### src/rtl/add_mul_seq_pkg.sv
// Shared types and sizing helpers for the iterative (XS+XC)*Y multiplier.
package add_mul_seq_pkg;

  typedef enum logic [1:0] {IDLE, BUSY, DONE} state_t;

  // ceil((wx+1)/bpc): the multiplier is one bit wider than the addends
  function automatic int num_iter(input int wx, input int bpc);
    return (wx + bpc) / bpc;
  endfunction

endpackage

### src/rtl/add_mul_seq_pp.sv
// One partial-product row: sum of slice[j]*Y*2^j, with the top bit of the
// final slice weighted negatively in two's-complement mode.
module add_mul_seq_pp #(
  parameter int widthY       = 8,
  parameter int bitsPerCycle = 2
) (
  input  logic [bitsPerCycle-1:0]   slice,
  input  logic [widthY-1:0]         y,
  input  logic                      tc,
  input  logic                      top,
  output logic [widthY+bitsPerCycle:0] row
);

  localparam int widthR = widthY + bitsPerCycle + 1;

  logic signed [widthY-1:0] y_s;
  logic [widthR-1:0]        yext;

  assign y_s = y;

  always_comb begin
    if (tc) yext = widthR'(y_s);
    else    yext = widthR'(y);
    row = '0;
    for (int j = 0; j < bitsPerCycle; j++) begin
      if (slice[j]) begin
        if (tc && top && (j == bitsPerCycle - 1)) row = row - (yext << j);
        else                                      row = row + (yext << j);
      end
    end
  end

endmodule

### src/rtl/add_mul_seq.sv
// Sequential multiplier computing (XS+XC)*Y, retiring bitsPerCycle multiplier
// bits per cycle with a valid/ready handshake on both sides.
module add_mul_seq
  import add_mul_seq_pkg::*;
#(
  parameter int widthX       = 8,
  parameter int widthY       = 8,
  parameter int bitsPerCycle = 2
) (
  input  logic                     CLK,
  input  logic                     RST,
  input  logic                     Flush,
  input  logic                     InValid,
  output logic                     InReady,
  input  logic                     Tc,
  input  logic [widthX-1:0]        XS,
  input  logic [widthX-1:0]        XC,
  input  logic [widthY-1:0]        Y,
  output logic                     OutValid,
  input  logic                     OutReady,
  output logic [widthX+widthY:0]   P
);

  localparam int widthM  = widthX + 1;
  localparam int numIter = num_iter(widthX, bitsPerCycle);
  localparam int widthP  = widthX + widthY + 1;
  localparam int widthE  = numIter * bitsPerCycle;
  localparam int widthR  = widthY + bitsPerCycle + 1;
  localparam int CW      = $clog2(numIter + 1);

  state_t state, state_n;

  logic [widthM-1:0] m_q;
  logic [widthY-1:0] y_q;
  logic              tc_q;
  logic [widthP-1:0] acc;
  logic [CW-1:0]     cnt;
  logic              accept, last;

  logic signed [widthX-1:0] xs_s, xc_s;
  logic [widthM-1:0]        m_in;
  logic signed [widthM-1:0] m_s;
  logic [widthE-1:0]        mext;
  logic [bitsPerCycle-1:0]  slice;
  logic [widthR-1:0]        row;
  logic signed [widthR-1:0] row_s;
  logic [widthP-1:0]        row_p;
  int                       shamt;

  assign xs_s = XS;
  assign xc_s = XC;

  always_comb begin
    if (Tc) m_in = widthM'(xs_s) + widthM'(xc_s);
    else    m_in = widthM'(XS) + widthM'(XC);
  end

  // Extend M so the last slice is full; extension bits follow the mode
  assign m_s = m_q;
  always_comb begin
    if (tc_q) mext = widthE'(m_s);
    else      mext = widthE'(m_q);
  end

  assign shamt = int'(cnt) * bitsPerCycle;
  assign slice = bitsPerCycle'(mext >> shamt);
  assign last  = (cnt == CW'(numIter - 1));

  add_mul_seq_pp #(.widthY(widthY), .bitsPerCycle(bitsPerCycle)) u_pp (
    .slice (slice),
    .y     (y_q),
    .tc    (tc_q),
    .top   (last),
    .row   (row)
  );

  // Row may be one bit wider than P; modular arithmetic keeps the sum exact
  assign row_s = row;
  assign row_p = widthP'(row_s);

  always_ff @(posedge CLK or posedge RST) begin
    if (RST) state <= IDLE;
    else     state <= state_n;
  end

  always_comb begin
    state_n  = state;
    InReady  = 1'b0;
    OutValid = 1'b0;
    case (state)
      IDLE: begin
        InReady = 1'b1;
        if (InValid) state_n = BUSY;
      end
      BUSY: if (last) state_n = DONE;
      DONE: begin
        OutValid = 1'b1;
        InReady  = OutReady;
        if (OutReady) state_n = InValid ? BUSY : IDLE;
      end
      default: state_n = IDLE;
    endcase
    if (Flush) state_n = IDLE;
  end

  assign accept = InValid & InReady & ~Flush;
  assign P      = (state == DONE) ? acc : '0;

  always_ff @(posedge CLK or posedge RST) begin
    if (RST) begin
      m_q  <= '0;
      y_q  <= '0;
      tc_q <= 1'b0;
      acc  <= '0;
      cnt  <= '0;
    end else if (Flush) begin
      acc <= '0;
      cnt <= '0;
    end else if (accept) begin
      m_q  <= m_in;
      y_q  <= Y;
      tc_q <= Tc;
      acc  <= '0;
      cnt  <= '0;
    end else if (state == BUSY) begin
      acc <= acc + (row_p << shamt);
      cnt <= cnt + 1'b1;
    end
  end

endmodule

### config.mk
export PLATFORM = sky130hd
export DESIGN_NAME = add_mul_seq
export DESIGN_NICKNAME = d
export VERILOG_FILES = /design/src/rtl/add_mul_seq_pkg.sv /design/src/rtl/add_mul_seq_pp.sv /design/src/rtl/add_mul_seq.sv
export SDC_FILE = /design/constraint.sdc
export NUM_CORES = 1
export LEC_CHECK = 0
export ABC_AREA = 1
export CAP_MARGIN = 20
export CORE_UTILIZATION = 59
export CTS_BUF_LIST = sky130_fd_sc_hd__clkbuf_8
export CTS_CLUSTER_DIAMETER = 50
export CTS_CLUSTER_SIZE = 8
export DETAILED_ROUTE_END_ITERATION = 10
export PLACE_DENSITY = 0.84
export SYNTH_ARGS = -nofsm -noshare
export SYNTH_HDL_FRONTEND = slang
export SYNTH_SLANG_ARGS = --single-unit
### constraint.sdc
create_clock -name CLK -period 6.3 [get_ports CLK]
set_input_delay 0.945 -clock CLK [delete_from_list [all_inputs] [get_ports CLK]]
set_output_delay 0.945 -clock CLK [all_outputs]
set_load 0.05 [all_outputs]
==> impl_metrics.yaml, run 1 <==
run_status:
  status: "complete, no violations"
grt:
  grt_pass1_wl_mm: 17.73
  grt_start_max_net_pins: 41
  grt_remaining_overflow: 0
  antenna_found_initial: 0
  grt_pass1_vias: 3937
  grt_usage_pct: 30.87
power_and_ir_drop:
  seqPwrFrac_pct: 24.8
  power.share.clock_pct: 12.0
  sw_frac_of_total_pct: 50.05
  power_frac_comb_pct: 63.1
  p_int_mw: 0.7020
  p_per_area_nw_per_um2: 304.0
  p_switching_mw: 0.7035
  peakVddDrop_mv: 0.2113
  leakage_nw: 2.297
synthesis:
  synth-edff-count: 0
  netlist_instances: 597
  yosys.area.top_type: "dfrtp_1"
  synthDistinctLibCells: 44
  synth_top_area_share_pct: 25.01
  synthArstFlopShare_pct: 100.0
  ys.flop_type: "dfrtp_1"
  synth_area_leaders: "dfrtp_1, nand2_1, ha_1"
  syn_nets: 666
  ys_seq_area_share_pct: 25.01
  yosysMostFrequentCell: "nand2_1"
  synth_seq_cells: 40
  syn_avg_cell_area_um2: 6.705
  syn_area_um2: 4003
  ys_warn_count: 0
  synth_common_cells: "nand2_1, inv_1, nor2_1"
critical_path:
  crit_start: "cnt[0]$_DFFE_PP0P_"
  crit_fanout: 23
  worstPathRequired_ps: 6470
  cpMostUsedCell: "nand2_1"
  worst_path_largest_cell_delay_ps: 770
  ff2ff_path_depth: 29
  worst_ep_arrival_time_ps: 5620
  crit_path_end_kind: "register"
  cpMaxStageDelayCell: "dfrtp_1"
  start_kind: "register"
  crit_type: "reg -> reg"
  r2r_start: "cnt[0]$_DFFE_PP0P_"
  rr_endpoint: "acc[12]$_DFFE_PP0P_"
  ff2ff_setup_slack_ps: 850
die:
  initial_core_util_pct: 61.97
  core-area_um2: 6459
  die_h_um: 84.37
  placementRows: 29
  die_w_um: 84.37
  io_pins: 49
  design.die.area_um2: 7117
worst_hold_path:
  hold_start: "m_q[7]$_DFFE_PP0P_"
  hold_depth: 1
  hp-class: "reg -> reg"
  hold_end: "m_q[7]$_DFFE_PP0P_"
layout:
  drive_gt1_share_pct: 7.321
  fin_nets: 711
  nFillCells: 558
  areaGrowthSynthToFinish_pct: 15.50
  diodes: 0
clocking:
  cts_resized: 0
  cts_root_buf: "clkbuf_8"
  h-tree-depth: 2
  clock_latency_ps: 300
  cts_tree: "yes"
  cts_hold_buf: 0
  cts_buffers: 5
  cts_setup_buffers: 0
  clk_transition_reported_paths_ps: 80
  clock-sinks: 40
  cts_buffer_depth: 2
sta:
  setup_viol: 0
  rsz0062_at_grt: "no"
  min_period_ps: 5446
  period_share_pct: 86.45
  relSlewSlack_pct: 50.01
  fmax_mhz: 183.6
  fin_worst_skew_ps: 6.016
  setup_ws_ps: 853.6
  tns_ps: 0
  finalMaxSlewViolations: 0
  worst_slew_pin_slew_ps: 749.8
  hold_viol_final: 0
drt:
  drt_iter0_drc: 315
  drtAntennaViolNets: 0
  via_count: 4051
  wire_per_inst_um: 14.04
  firstDrtPassIters: 5
  wirelength_mm: 10.09
  via_per_inst: 5.634
  drc: 0
placement:
  pre_cts_slack_ps: 981.4
  numPortBuffers: 48
  place_congestion: 0.9471
  dpl.hpwl_mm: 7.949
job:
  drv_cap: 0
stage by stage:
stage	util, %	area [µm²]	hold slack (ps)	power, mW	std cells
floorplan	-	4003	464.4	1.019	597
global placement	70.32	4542	485.9	1.203	712
detailed placement	70.32	4542	489.0	1.223	712
CTS	71.58	4623	507.6	1.394	719
global route	71.58	4623	525.7	1.546	719
finish	71.58	4623	503.8	1.406	719
critical path: cells and delay by family (launching register included):
family          cells  cell delay (ps)
compound gates      8             1290
flops               1              770
fa+ha+maj           3             1080
simple gates       15             1690
buf+inv             3              460
layout by cell type (no fill, tap or decap), types with 8 or more instances in the layout:
master / n
nand2_1: 127
xor2_1: 8
clkdlybuf4s50_1: 48
nand3_1: 36
o22ai_1: 12
ha_1: 36
a21oi_1: 31
inv_1: 83
nor2_1: 66
dfrtp_1: 40
nand2_2: 13
o21ai_0: 52
o21ai_1: 9
cells by family after synthesis:
logic type | Yosys count | synth area share, %
and+or+nand+nor | 271 | 30.07
AOI/OAI and AO/OA | 128 | 18.04
buffers and inverters | 101 | 9.847
DFF | 40 | 25.01
adders and majority gates | 39 | 12.75
xor gates and xnor gates | 15 | 3.470
muxes | 3 | 0.8127
worst max-delay path by stage:
stage	endpoint	slack, ps	cells after the start
floorplan	acc[12]$_DFFE_PP0P_	1900	29
global placement	acc[12]$_DFFE_PP0P_	1070	28
detailed placement	acc[12]$_DFFE_PP0P_	980	29
CTS	acc[12]$_DFFE_PP0P_	960	29
global route	acc[12]$_DFFE_PP0P_	280	29
finish	acc[12]$_DFFE_PP0P_	850	29
final cells by class:
| class | instances | area, µm² | area share [%] |
|---|---|---|---|
| Clock buffer | 5 | 68.82 | 1.488 |
| Clock inverter | 2 | 12.51 | 0.2706 |
| Inverter | 87 | 326.6 | 7.064 |
| Multi-Input combinational cell | 456 | 2608 | 56.40 |
| Sequential cell | 40 | 1001 | 21.65 |
| Tap cell | 77 | 96.34 | 2.084 |
| Timing Repair Buffer | 52 | 510.5 | 11.04 |
registers in the layout (all words and copies together), names as in the netlist:
name / cells
cnt: 3
y_q: 8
state: 2
m_q: 9
tc_q: 1
acc: 17
power by group through the flow:
stage          sequential [mW]  clock (mW)  combinational [mW]
4_1_cts                  0.347       0.171               0.875
3_3_place_gp             0.350           0               0.853
3_5_place_dp             0.352           0               0.870
5_1_grt                  0.355       0.179                1.01
2_1_floorplan            0.335           0               0.684
6_report                 0.349       0.169               0.887
metal layers:
| layer | vias to the layer above | global-route usage (%) | wire length, µm |
|---|---|---|---|
| met1 | 1861 | 41.28 | 4739 |
| li1 | 2058 | - | - |
| met5 | - | 0 | 0 |
| met3 | 12 | 4.228 | 531 |
| met2 | 120 | 53.20 | 4685 |
| met4 | 0 | 7.396 | 139 |
Power figures use the tool's default switching activity.
==> run 2: changes to the inputs <==
- PLACE_DENSITY: 0.84 -> 0.8
==> run 2 against run 1 <==
Clock power rose by 7%. Count of clock-buffer cells in the layout rose by 1. Largest power group unchanged. Final cell count rose by 0.28%. Worst setup slack got worse by 130 ps. Design area rose by 0.43%. The flow now finishes with violations (DRC). Routed wire length rose by 2.7%.
==> impl_metrics.yaml, run 2 (synthesis results as in run 1) <==
power_and_ir_drop:
  peakVddDrop_mv: 0.1556
  p_per_area_nw_per_um2: 308.3
  leakage_nw: 2.311
sta:
  tns_ps: 0
  fin_worst_skew_ps: 11.18
  period_share_pct: 88.46
  fmax_mhz: 179.4
  setup_ws_ps: 726.9
  hold_viol_final: 0
  worst_slew_pin_slew_ps: 748.0
  setup_viol: 0
  relSlewSlack_pct: 49.95
  min_period_ps: 5573
  rsz0062_at_grt: "no"
  finalMaxSlewViolations: 0
drt:
  drtAntennaViolNets: 0
  drc: 4
  wirelength_mm: 10.37
  wire_per_inst_um: 14.38
  via_per_inst: 5.685
  firstDrtPassIters: 8
  via_count: 4099
  drt_iter0_drc: 265
die:
  design.die.area_um2: 7117
  die_w_um: 84.37
  placementRows: 29
  core-area_um2: 6459
  initial_core_util_pct: 61.97
  die_h_um: 84.37
  io_pins: 49
critical_path:
  cpMaxStageDelayCell: "dfrtp_1"
  crit_path_end: "acc[12]$_DFFE_PP0P_"
  worst_ep_arrival_time_ps: 5730
  crit_start: "cnt[0]$_DFFE_PP0P_"
  cpMostUsedCell: "nand2_1"
  start_kind: "register"
  worst_path_largest_cell_delay_ps: 770
  ff2ff_setup_slack_ps: 730
  crit_type: "reg -> reg"
  ff2ff_path_depth: 29
  crit_path_end_kind: "register"
  r2r_start: "cnt[0]$_DFFE_PP0P_"
  worstPathRequired_ps: 6460
  rr_endpoint: "acc[12]$_DFFE_PP0P_"
  crit_fanout: 23
run_status:
  status: "complete, but fails checks"
  violations: "DRC"
clocking:
  cts_hold_buf: 0
  h-tree-depth: 2
  clock_latency_ps: 300
  clock-sinks: 40
  cts_buffers: 5
  cts_buffer_depth: 2
  cts_resized: 0
  cts_root_buf: "clkbuf_8"
  clk_transition_reported_paths_ps: 70
  cts_setup_buffers: 0
  cts_tree: "yes"
layout:
  layout_common_cells: "nand2_1, inv_1, nor2_1"
  instances_no_fill: 721
  reg_top3: "acc (17), m_q (9), y_q (8)"
  areaGrowthSynthToFinish_pct: 16.00
  top_register: "acc"
  final_common_cell: "nand2_1"
  drive_gt1_share_pct: 7.453
  largest_register_ffs: 17
  fin_nets: 712
  nFillCells: 558
  diodes: 0
worst_hold_path:
  hp-class: "reg -> reg"
placement:
  dpl.hpwl_mm: 8.148
  place_congestion: 0.9369
  pre_cts_slack_ps: 841.3
  post-place-cells: 712
  numPortBuffers: 48
grt:
  grt_start_max_net_pins: 41
  globalRouteMet3Util_pct: 4.818
  antenna_found_initial: 0
  grt_pass1_wl_mm: 17.57
  grt_usage_pct: 30.62
  use_met1_pct: 42.09
  met2_usage_pct: 50.97
  grt_remaining_overflow: 0
  grt_pass1_vias: 3873
  grt_most_used_layer: "met2"
job:
  drv_cap: 0
==> run 2: cell count changes in the layout (fill, tap and decap cells not counted), sizes merged <==
cell,change
clkinv,-1
buf,+1
inv,+1
clkbuf,+1
==> run 2: worst min path at each step <==
stage                     slack [ps]                from  cells past startpoint                 end
after floorplan                  460  m_q[7]$_DFFE_PP0P_                      1  m_q[7]$_DFFE_PP0P_
after global placement           490  m_q[7]$_DFFE_PP0P_                      1  m_q[7]$_DFFE_PP0P_
after detailed placement         500  m_q[7]$_DFFE_PP0P_                      1  m_q[7]$_DFFE_PP0P_
after CTS                        520  m_q[7]$_DFFE_PP0P_                      1  m_q[7]$_DFFE_PP0P_
after global routing             530  m_q[7]$_DFFE_PP0P_                      1  m_q[7]$_DFFE_PP0P_
final                            520  m_q[7]$_DFFE_PP0P_                      1  m_q[7]$_DFFE_PP0P_
==> run 2: metal layers <==
layer	part of all wire (%)	up-vias
li1	-	2065
met1	47	1890
met2	45	132
met3	7.0	12
met4	0.96	0
met5	0	-
==> run 2: report_power, final <==
part	switching (mW)	internal, mW
sequential	0.0407	0.306
combinational	0.581	0.322
clock	0.0937	0.0875
==> run 2: critical path: cells and delay by family (launching register included) <==
family | cells | cell delay (ps)
buffers and inverters | 3 | 460
AOI/OAI and AO/OA | 8 | 1420
adders and majority gates | 3 | 1060
DFF | 1 | 770
and+or+nand+nor | 15 | 1750
==> run 2: layout make-up <==
class / instances / area [µm²] / share of cell area, %
sequential: 40 / 1001 / 21.56
multi-input combinational: 456 / 2608 / 56.16
clock inverter: 2 / 11.26 / 0.2425
inverter: 87 / 326.6 / 7.033
clock buffer: 6 / 82.58 / 1.778
timing repair buffer: 53 / 518.0 / 11.16
tap: 77 / 96.34 / 2.075
==> run 2: per-stage QoR <==
step	instance area, µm²	util, %	power (mW)	hold slack [ps]
final	4643	71.89	1.432	515.0
after global routing	4643	71.89	1.563	526.1
after CTS	4636	71.77	1.412	519.9
after detailed placement	4542	70.32	1.228	502.1
after global placement	4542	70.32	1.209	489.2
after floorplan	4003	-	1.019	464.4
==> run 3: changes to the inputs <==
- ABC_AREA: 1 -> 0
- CAP_MARGIN: 20 -> not set
==> run 3 against run 2 <==
The run now ends clean. Final cell count shrank 10%. Critical endpoint is now acc[16]$_DFFE_PP0P_. Count of clock-buffer cells in the layout fell by 1. Register-to-register slack got worse by 330 ps. First-iteration DRC count grew 33%. Clock skew is 2.6 ps higher. Non-clock buffer count increased by 3. Global-route usage decreased by 1.6 points. Worst setup slack worse by 330 ps. Hold slack worse by 29 ps.
==> impl_metrics.yaml, run 3 <==
critical_path:
  r2r_start: "cnt[1]$_DFFE_PP0P_"
  crit_path_end_kind: "register"
  crit_type: "reg -> reg"
  crit_fanout: 12
  ff2ff_path_depth: 25
  crit_start: "cnt[1]$_DFFE_PP0P_"
  worstPathRequired_ps: 6510
  worst_ep_arrival_time_ps: 6110
  start_kind: "register"
sta:
  rsz0062_at_grt: "no"
  fmax_mhz: 169.5
  relSlewSlack_pct: 28.23
  fin_worst_skew_ps: 13.80
  setup_viol: 0
  finalMaxSlewViolations: 0
  hold_viol_final: 0
  worst_slew_pin_slew_ps: 1074
  hold_slack_ps: 486.3
  tns_ps: 0
  min_period_ps: 5901
  period_share_pct: 93.66
drt:
  firstDrtPassIters: 5
  wirelength_mm: 10.24
  drt_iter0_drc: 353
  drc: 0
  wire_per_inst_um: 15.80
  via_count: 3977
  drtAntennaViolNets: 0
  via_per_inst: 6.137
grt:
  grt_pass1_wl_mm: 17.03
  grt_remaining_overflow: 0
  grt_usage_pct: 29.02
  antenna_found_initial: 0
  grt_most_used_layer: "met2"
  met2_usage_pct: 47.26
  use_met1_pct: 39.56
  grt_start_max_net_pins: 41
  globalRouteMet3Util_pct: 4.235
  grt_pass1_vias: 3627
die:
  core-area_um2: 6794
  io_pins: 49
  die_w_um: 85.89
  placementRows: 30
  die_h_um: 85.89
  initial_core_util_pct: 61.10
  design.die.area_um2: 7376
synthesis:
  syn_avg_cell_area_um2: 8.061
  synth_seq_cells: 40
  ys.flop_type: "dfrtp_1"
  synth_top_area_share_pct: 24.11
  ys_seq_area_share_pct: 24.11
  synth_common_cells: "nand2_1, dfrtp_1, ha_1"
  syn_area_um2: 4151
  yosysMostFrequentCell: "nand2_1"
  synth_area_leaders: "dfrtp_1, ha_1, nand2_1"
  synth-edff-count: 0
  yosys.area.top_type: "dfrtp_1"
  synthDistinctLibCells: 69
  synthArstFlopShare_pct: 100.0
  syn_nets: 584
  ys_warn_count: 0
  netlist_instances: 515
placement:
  place_congestion: 0.9157
  numPortBuffers: 48
  dpl.hpwl_mm: 7.901
layout:
  areaGrowthSynthToFinish_pct: 16.49
  reg_top3: "acc (17), m_q (9), y_q (8)"
  nFillCells: 544
  drive_gt1_share_pct: 8.514
  diodes: 0
  layout_common_cells: "nand2_1, clkdlybuf4s50_1, dfrtp_1"
  final_common_cell: "nand2_1"
  largest_register_ffs: 17
  top_register: "acc"
  fin_nets: 620
  fin_util_pct: 71.18
worst_hold_path:
  hold_start: "m_q[6]$_DFFE_PP0P_"
  hp-class: "reg -> reg"
  hold_depth: 2
clocking:
  cts_setup_buffers: 0
  cts_tree: "yes"
  cts_buffers: 5
  clock_latency_ps: 300
  cts_root_buf: "clkbuf_8"
  cts_hold_buf: 0
  clock-sinks: 40
  clk_transition_reported_paths_ps: 90
  h-tree-depth: 2
  cts_buffer_depth: 2
  cts_resized: 0
power_and_ir_drop:
  sw_frac_of_total_pct: 43.98
  p_per_area_nw_per_um2: 239.2
  p_int_mw: 0.6480
  leakage_nw: 2.164
  peakVddDrop_mv: 0.1374
  power.share.clock_pct: 15.2
  p_switching_mw: 0.5087
  power_frac_comb_pct: 55.9
  seqPwrFrac_pct: 28.9
job:
  drv_cap: 0
run_status:
  status: "complete, no violations"
run 3: cell types whose count changed after synthesis, sizes merged, moves of 14 or more:
cell and delta:
xnor2 +16, and2 +27, nand2 -73, o21ai -26
inv -63, clkbuf +14, nand3 -30, nor2 -36
run 3: area by class of cell:
cell class / count / area (µm²) / area share, %
multi-input combinational: 425 / 2998 / 61.99
clock buffer: 5 / 68.82 / 1.423
tap: 96 / 120.1 / 2.484
sequential: 40 / 1002 / 20.72
inverter: 23 / 86.33 / 1.785
clock inverter: 3 / 20.02 / 0.4140
timing repair buffer: 56 / 540.5 / 11.18
run 3: per-stage QoR:
step | power [mW] | instances | cell area, µm² | worst slack [ps]
3_5_place_dp | 0.9648 | 640 | 4712 | 218.0
6_report | 1.157 | 648 | 4836 | 399.3
5_1_grt | 1.244 | 648 | 4836 | 55.80
4_1_cts | 1.144 | 648 | 4801 | 154.8
2_1_floorplan | 0.8168 | 515 | 4151 | 523.9
3_3_place_gp | 0.9452 | 640 | 4712 | 572.8
run 3: final timing paths:
check                                  endpoint  slack (ps)
hold / removal               m_q[6]$_DFFE_PP0P_         490
setup reg to reg            acc[16]$_DFFE_PP0P_         400
setup / recovery            acc[16]$_DFFE_PP0P_         400
max in group asynchronous    cnt[1]$_DFFE_PP0P_        4850
hold reg to reg              m_q[6]$_DFFE_PP0P_         490
min in group asynchronous  state[1]$_DFFE_PP0P_        1070
run 3: kinds of logic (layout without fill, tap and decap cells):
group                      count (synthesis)  in the layout  synth area share (%)
AOI/OAI and AO/OA                        149            149                 25.26
and+or+nand+nor                          192            192                 22.78
adders and majority gates                 39             39                 12.30
xor gates and xnor gates                  30             30                 6.329
DFF                                       40             40                 24.11
muxes                                     15             15                 4.611
buffers and inverters                     50             87                 4.611
run 3: power by group through the flow:
| stage | combinational [mW] | sequential [mW] | clock, mW |
|---|---|---|---|
| floorplan | 0.502 | 0.315 | 0 |
| global placement | 0.607 | 0.338 | 0 |
| detailed placement | 0.626 | 0.339 | 0 |
| CTS | 0.631 | 0.334 | 0.180 |
| global route | 0.716 | 0.340 | 0.188 |
| finish | 0.646 | 0.334 | 0.176 |
run 3: worst max-delay path, cell delays in order, from the launching register on:
cell and delay, ps:
dfrtp_2 500, inv_2 180, ha_2 280, and3_2 290, mux2i_2 300, ha_1 290
nor2b_1 150, a311oi_1 370, a311oi_2 110, a31oi_4 260, xnor2_1 150, a21oi_1 230
o22ai_1 140, mux2i_1 300, nor2_1 80, ha_1 370, o21a_1 160, nor2_1 50
a21oi_2 210, a211oi_2 140, o31ai_2 350, a31oi_2 200, or3_1 340, mux2i_1 170
o31ai_2 110, o31ai_2 70
run 3: layer usage:
| layer | part of all wire [%] | up-vias |
|---|---|---|
| met5 | 0 | - |
| met4 | 1.7 | 0 |
| met2 | 47 | 140 |
| met3 | 5.4 | 22 |
| li1 | - | 1934 |
| met1 | 46 | 1881 |
